[config.mk]
export PLATFORM = sky130hd
export DESIGN_NAME = muldiv_unit_flat
export DESIGN_NICKNAME = d
export VERILOG_FILES = /design/src/rtl/muldiv_pkg.sv /design/src/rtl/muldiv_if.sv /design/src/rtl/muldiv_step.sv /design/src/rtl/muldiv_unit.sv /design/src/flat_wrapper.sv
export SDC_FILE = /design/constraint.sdc
export NUM_CORES = 1
export LEC_CHECK = 0
export ABC_AREA = 1
export CAP_MARGIN = 20
export CELL_PAD_IN_SITES_DETAIL_PLACEMENT = 1
export CELL_PAD_IN_SITES_GLOBAL_PLACEMENT = 1
export CORE_MARGIN = 2
export CORE_UTILIZATION = 38
export DETAILED_ROUTE_END_ITERATION = 8
export PLACE_DENSITY_LB_ADDON = 0.1
export SLEW_MARGIN = 10
export SYNTH_ARGS = -nofsm -noshare
export SYNTH_HDL_FRONTEND = slang
export SYNTH_SLANG_ARGS = --single-unit
export TNS_END_PERCENT = 30
[constraint.sdc]
create_clock -name clk -period 3 [get_ports clk]
set_input_delay 0.3 -clock clk [delete_from_list [all_inputs] [get_ports clk]]
set_output_delay 0.3 -clock clk [all_outputs]
set_load 0.02 [all_outputs]
[src/rtl/muldiv_pkg.sv]
// Shared constants and types for the iterative 32-bit multiply/divide unit.
// Opcodes are the ALU unit-11 function codes.
package muldiv_pkg;
  localparam int ITER = 32;

  localparam logic [3:0] MULT  = 4'b1100;
  localparam logic [3:0] MULTU = 4'b1101;
  localparam logic [3:0] DIV   = 4'b1110;
  localparam logic [3:0] DIVU  = 4'b1111;

  typedef enum logic [1:0] {IDLE, CALC, FIX, DONE} state_t;

  function automatic logic [31:0] mag(input logic [31:0] v, input logic neg);
    return neg ? -v : v;
  endfunction
endpackage

[src/rtl/muldiv_if.sv]
// Request/response bundle between a requester and muldiv_unit.
interface muldiv_if;
  logic        start;
  logic [3:0]  alufunc;
  logic [31:0] dataa;
  logic [31:0] datab;
  logic        flush;
  logic        busy;
  logic        done;
  logic [31:0] hi;
  logic [31:0] lo;
  logic        overflow;

  modport master (output start, alufunc, dataa, datab, flush,
                  input  busy, done, hi, lo, overflow);
  modport slave  (input  start, alufunc, dataa, datab, flush,
                  output busy, done, hi, lo, overflow);
endinterface

[src/rtl/muldiv_step.sv]
// One radix-2 iteration on {acc, opr}: shift-add multiply (multiplier in opr)
// or restoring shift-subtract divide (dividend in opr, quotient shifts in).
module muldiv_step (
  input  logic        is_div,
  input  logic [31:0] acc,
  input  logic [31:0] opr,
  input  logic [31:0] m,
  output logic [31:0] acc_nxt,
  output logic [31:0] opr_nxt
);
  logic [32:0] sum, trial;

  always_comb begin
    sum     = {1'b0, acc} + {1'b0, m};
    // acc < m always holds, so bit 32 of the trial is a clean borrow flag
    trial   = {acc, opr[31]} - {1'b0, m};
    acc_nxt = acc;
    opr_nxt = opr;
    if (is_div) begin
      if (trial[32]) begin
        acc_nxt = {acc[30:0], opr[31]};
        opr_nxt = {opr[30:0], 1'b0};
      end else begin
        acc_nxt = trial[31:0];
        opr_nxt = {opr[30:0], 1'b1};
      end
    end else if (opr[0]) begin
      {acc_nxt, opr_nxt} = {sum, opr[31:1]};
    end else begin
      {acc_nxt, opr_nxt} = {1'b0, acc, opr[31:1]};
    end
  end
endmodule

[src/rtl/muldiv_unit.sv]
// Iterative 32-bit MULT/MULTU/DIV/DIVU: magnitudes are formed on acceptance,
// 32 unsigned iterations run in CALC, signs are restored in FIX.
module muldiv_unit
  import muldiv_pkg::*;
(
  input logic     clk,
  input logic     clrn,
  muldiv_if.slave bus
);
  state_t      state, state_nxt;
  logic        is_div, dz, neg_q, neg_r, ovf_r, accept, sgn;
  logic [31:0] m_r, acc, opr, acc_s, opr_s, hi_r, lo_r;
  logic [63:0] prod;
  logic [5:0]  cnt;

  assign sgn    = ~bus.alufunc[0];
  assign accept = bus.start & ~bus.flush & (state == IDLE) & (bus.alufunc[3:2] == 2'b11);
  assign prod   = neg_q ? -{acc, opr} : {acc, opr};

  muldiv_step u_step (
    .is_div (is_div),
    .acc    (acc),
    .opr    (opr),
    .m      (m_r),
    .acc_nxt(acc_s),
    .opr_nxt(opr_s)
  );

  always_ff @(posedge clk or negedge clrn)
    if (!clrn) state <= IDLE;
    else       state <= state_nxt;

  always_comb begin
    state_nxt = state;
    if (bus.flush && state != IDLE) state_nxt = IDLE;
    else begin
      case (state)
        IDLE: if (accept) state_nxt = CALC;
        // divide by zero spends one cycle here and bypasses the iterations
        CALC: if (dz) state_nxt = DONE;
              else if (cnt == 6'(ITER)) state_nxt = FIX;
        FIX:  state_nxt = DONE;
        DONE: state_nxt = IDLE;
        default: state_nxt = IDLE;
      endcase
    end
  end

  always_ff @(posedge clk or negedge clrn) begin
    if (!clrn) begin
      is_div <= 1'b0;
      dz     <= 1'b0;
      neg_q  <= 1'b0;
      neg_r  <= 1'b0;
      m_r    <= '0;
      acc    <= '0;
      opr    <= '0;
      cnt    <= '0;
      hi_r   <= '0;
      lo_r   <= '0;
      ovf_r  <= 1'b0;
    end else if (accept) begin
      is_div <= bus.alufunc[1];
      dz     <= bus.alufunc[1] && (bus.dataa == '0);
      neg_q  <= sgn & (bus.dataa[31] ^ bus.datab[31]);
      neg_r  <= sgn & bus.datab[31];
      m_r    <= mag(bus.dataa, sgn & bus.dataa[31]);
      opr    <= mag(bus.datab, sgn & bus.datab[31]);
      acc    <= '0;
      cnt    <= '0;
      ovf_r  <= 1'b0;
    end else if (!bus.flush) begin
      if (state == CALC) begin
        if (dz) begin
          // re-applying the dividend sign recovers the raw datab
          hi_r  <= neg_r ? -opr : opr;
          lo_r  <= '1;
          ovf_r <= 1'b1;
        end else if (cnt != 6'(ITER)) begin
          acc <= acc_s;
          opr <= opr_s;
          cnt <= cnt + 6'd1;
        end
      end else if (state == FIX) begin
        if (is_div) begin
          lo_r <= neg_q ? -opr : opr;
          hi_r <= neg_r ? -acc : acc;
        end else begin
          {hi_r, lo_r} <= prod;
        end
      end
    end
  end

  assign bus.busy     = (state == CALC) || (state == FIX);
  assign bus.done     = (state == DONE);
  assign bus.hi       = hi_r;
  assign bus.lo       = lo_r;
  assign bus.overflow = ovf_r;
endmodule

[src/flat_wrapper.sv]
// flat-port wrapper written by rule: the top's interface ports become plain ports
module muldiv_unit_flat import muldiv_pkg::*;
  (clk, clrn, bus_start, bus_alufunc, bus_dataa, bus_datab, bus_flush, bus_busy, bus_done, bus_hi, bus_lo, bus_overflow);
  muldiv_if bus_i ();
  input logic clk;
  input logic clrn;
  input wire logic [$bits(bus_i.start)-1:0] bus_start;
  input wire logic [$bits(bus_i.alufunc)-1:0] bus_alufunc;
  input wire logic [$bits(bus_i.dataa)-1:0] bus_dataa;
  input wire logic [$bits(bus_i.datab)-1:0] bus_datab;
  input wire logic [$bits(bus_i.flush)-1:0] bus_flush;
  output wire logic [$bits(bus_i.busy)-1:0] bus_busy;
  output wire logic [$bits(bus_i.done)-1:0] bus_done;
  output wire logic [$bits(bus_i.hi)-1:0] bus_hi;
  output wire logic [$bits(bus_i.lo)-1:0] bus_lo;
  output wire logic [$bits(bus_i.overflow)-1:0] bus_overflow;
  assign bus_i.start = bus_start;
  assign bus_i.alufunc = bus_alufunc;
  assign bus_i.dataa = bus_dataa;
  assign bus_i.datab = bus_datab;
  assign bus_i.flush = bus_flush;
  assign bus_busy = bus_i.busy;
  assign bus_done = bus_i.done;
  assign bus_hi = bus_i.hi;
  assign bus_lo = bus_i.lo;
  assign bus_overflow = bus_i.overflow;
  muldiv_unit u_core (.clk(clk), .clrn(clrn), .bus(bus_i));
endmodule
==> impl_metrics.toml <==
[status]
status = "finished, final reports clean"

[setup_path]
critPathRequiredTime_ns = 3.39
worst_r2r_endpoint = "u_core.acc[18]"
crit_path_end_kind = "register"
cp.arrival_ns = 3.13
worst_r2r_path_depth = 17
worst-path-max-fanout = 32
r2r_slack_ns = 0.26
path_class = "register to register"
rr_startpoint = "u_core.opr[31]"
start_kind = "register"

[timing]
period_minus_slack_ns = 2.736
fin_tns_setup_ns = 0
rsz0062_at_grt = "false"
fin_worst_skew_ns = 0.01474
fin_ws_ns = 0.2639
max_freq_mhz = 365.5
finalSetupViolations = 0
finalMaxSlewViolations = 0
worst_pin_slew_ns = 0.8000
post-route-period-util = 0.9120
max_slew_margin = 0.4661
hold_viol = 0

[logic_synthesis]
async_flop_share = 1.000
ys_top_cells_by_count = "1125 x nand2_1, 448 x inv_1, 311 x nor2_1"
synth_warnings = 0
synth_area_um2 = 18470
avgSynthCellArea_um2 = 5.801
synth_edf_count = 0
yosys-top-cells-area = "dfrtp_1 23%, nand2_1 23%, inv_1 9.1%, nand3_1 6.6%, nor2_1 6.3%"
ys.flop_type = "dfrtp_1"
yosysTopAreaCell = "dfrtp_1"
synth_cell_types = 55
ys_ff_latch = 173
yosysMostFrequentCell = "nand2_1"
synth_fp_nets = 3332
synthCells = 3183
synth_top_area_share = 0.2344
seq_area_frac_synth = 0.2344

[floorplanning]
die_h_um = 224.4
die_area_um2 = 50370
start_util = 0.3859
boundaryPins = 139
dieWidth_um = 224.4
rows = 80
coreArea_um2 = 47850

[clock_network]
cts_resized = 0
htreeDepth = 4
post-cts-setup-buffer-count = 0
clock_latency_ns = 0.51
cts_buffer_depth = 2
cts.sinks = 173
clock-root-buffer = "clkbuf_16"
cts_buffers = 17
path_clk_slew_ns = 0.08
cts_tree = "done"

[routing]
wl_met1_um = 42540
top_layer_used = "met4"
drt_iter0_drc = 2114
met3WireLength_um = 6753
num_vias = 21980
post-route-drc-count = 0
first_pass_iters = 5
wl_per_cell_um = 22.13
routed_wl_um = 87500
wl_met2_um = 36410
ant_nets = 0
viasPerCell = 5.559

[flow_run]
drv_cap = 0

[placed_design]
place_area_um2 = 20850
io_buffers = 138
gp_congestion = 0.9570
dp_slack_ns = 0.2625
dp_hpwl_um = 70580

[finish]
nFillCells = 6630
area_delta_synth_final_pct = 15.99
antenna_cells = 0
drive_above_1_share = 0.05541
fin_nets = 3475
fin_area_um2 = 21420

[grt]
grt_overflow = 0
grt_first_pass_wirelength_um = 132900
antenna_found_initial = 0
grt_max_degree = 113
track_usage = 0.3494
grt_pass1_vias = 21880

[power]
power_w = 0.02626
vdd_ir_drop_max_mv = 0.5722
power_density_nw_per_um2 = 1226
leakage_nw = 10.89

[worst_hold_path]
hold_path_class = "input pin to async pin"
[power by group]
group | switching [W] | internal [W] | leakage [nW]
Clock | 0.00114 | 0.00115 | 0.271
Sequential | 0.00136 | 0.00337 | 2.04
Combinational | 0.0132 | 0.00608 | 8.58
Total | 0.0157 | 0.0106 | 10.9
[area by class of cell]
type | instances | area, µm² | share of cell area
Clock inverter | 15 | 133.9 | 0.006251
Clock buffer | 17 | 425.4 | 0.01986
Tap cell | 615 | 769.5 | 0.03593
Sequential cell | 173 | 4335 | 0.2024
Inverter | 461 | 1730 | 0.08079
Timing Repair Buffer | 231 | 2136 | 0.09972
Multi-Input combinational cell | 2442 | 11890 | 0.5550
[worst max-delay path by stage]
stage	start	to	slack [ns]	depth (start not counted)
final	u_core.opr[31]	u_core.acc[18]	0.26	17
after CTS	u_core.opr[31]	u_core.acc[18]	0.30	17
after global routing	u_core.opr[31]	u_core.acc[18]	0.09	17
after floorplan	u_core.opr[31]	u_core.acc[20]	0.65	18
after global placement	bus_datab[0]	u_core.opr[28]	0.27	12
after detailed placement	bus_datab[0]	u_core.opr[28]	0.26	12
[cell families (layout without fill, tap and decap cells)]
| group | after synthesis | in the layout | share of synthesized area |
|---|---|---|---|
| AND/OR/NAND/NOR | 1809 | 1809 | 0.4030 |
| buffers and inverters | 568 | 724 | 0.1220 |
| AO/OA/AOI/OAI | 460 | 460 | 0.1420 |
| flip-flops | 173 | 173 | 0.2344 |
| XOR/XNOR | 95 | 95 | 0.04506 |
| adder cells (fa/ha/maj) | 77 | 77 | 0.05299 |
| multiplexers | 1 | 1 | 0.0005421 |
[cells in the final DEF, fill, tap and decap left out, drive strengths merged, types with 13 or more instances in the layout]
cell type      Yosys  routed
a21oi            195     195
a22oi             26      26
a31oi             24      24
buf               34      92
clkbuf            72      18
clkdlybuf4s50      0     137
dfrtp            173     173
ha                75      75
inv              459     466
nand2           1141    1141
nand3            245     245
nand3b            15      15
nand4             31      31
nor2             323     323
nor3              28      28
o211ai            26      26
o21ai            147     147
o22a              13      13
xnor2             23      23
xor2              72      72
[repair_timing]
item,in CTS,in global routing
endpoints found under the hold margin,60,0
endpoints found under the setup margin,0,0
hold buffers,1,0
[state kept, by name (all words and copies together) (netlist names)]
name                 flops
u_core.neg_q             1
u_core.dz                1
u_core.opr              32
u_core.bus.lo           32
u_core.is_div            1
u_core.state             2
u_core.neg_r             1
u_core.cnt               6
u_core.bus.hi           32
u_core.acc              32
u_core.m_r              32
u_core.bus.overflow      1
[critical path, stage by stage, from the launching register on]
cell	delay (ns)
dfrtp_1	0.36
inv_1	0.07
ha_1	0.23
fa_1	0.41
inv_1	0.11
nand3_1	0.08
nand2_2	0.13
nand2_1	0.08
nand2_2	0.10
nand2_1	0.07
nand2_2	0.08
nand2_2	0.07
nand3_1	0.15
nand2_4	0.23
nand2_1	0.19
nand3_1	0.10
nand2_1	0.08
nand2_1	0.05
[metrics by stage]
stage	instances	hold WS, ns	utilization
after global placement	3921	0.3717	0.4357
after floorplan	3183	0.004409	-
after detailed placement	3921	0.3745	0.4357
after global routing	3954	0.4119	0.4476
final	3954	0.3712	0.4476
after CTS	3954	0.3846	0.4476
[layer usage]
layer / vias to the layer above / global-route usage
met5: - / 0
met1: 10780 / 0.5216
met4: 0 / 0.08930
li1: 10360 / -
met2: 740 / 0.5113
met3: 96 / 0.06754
No activity file was read; power rests on OpenSTA's default activity.
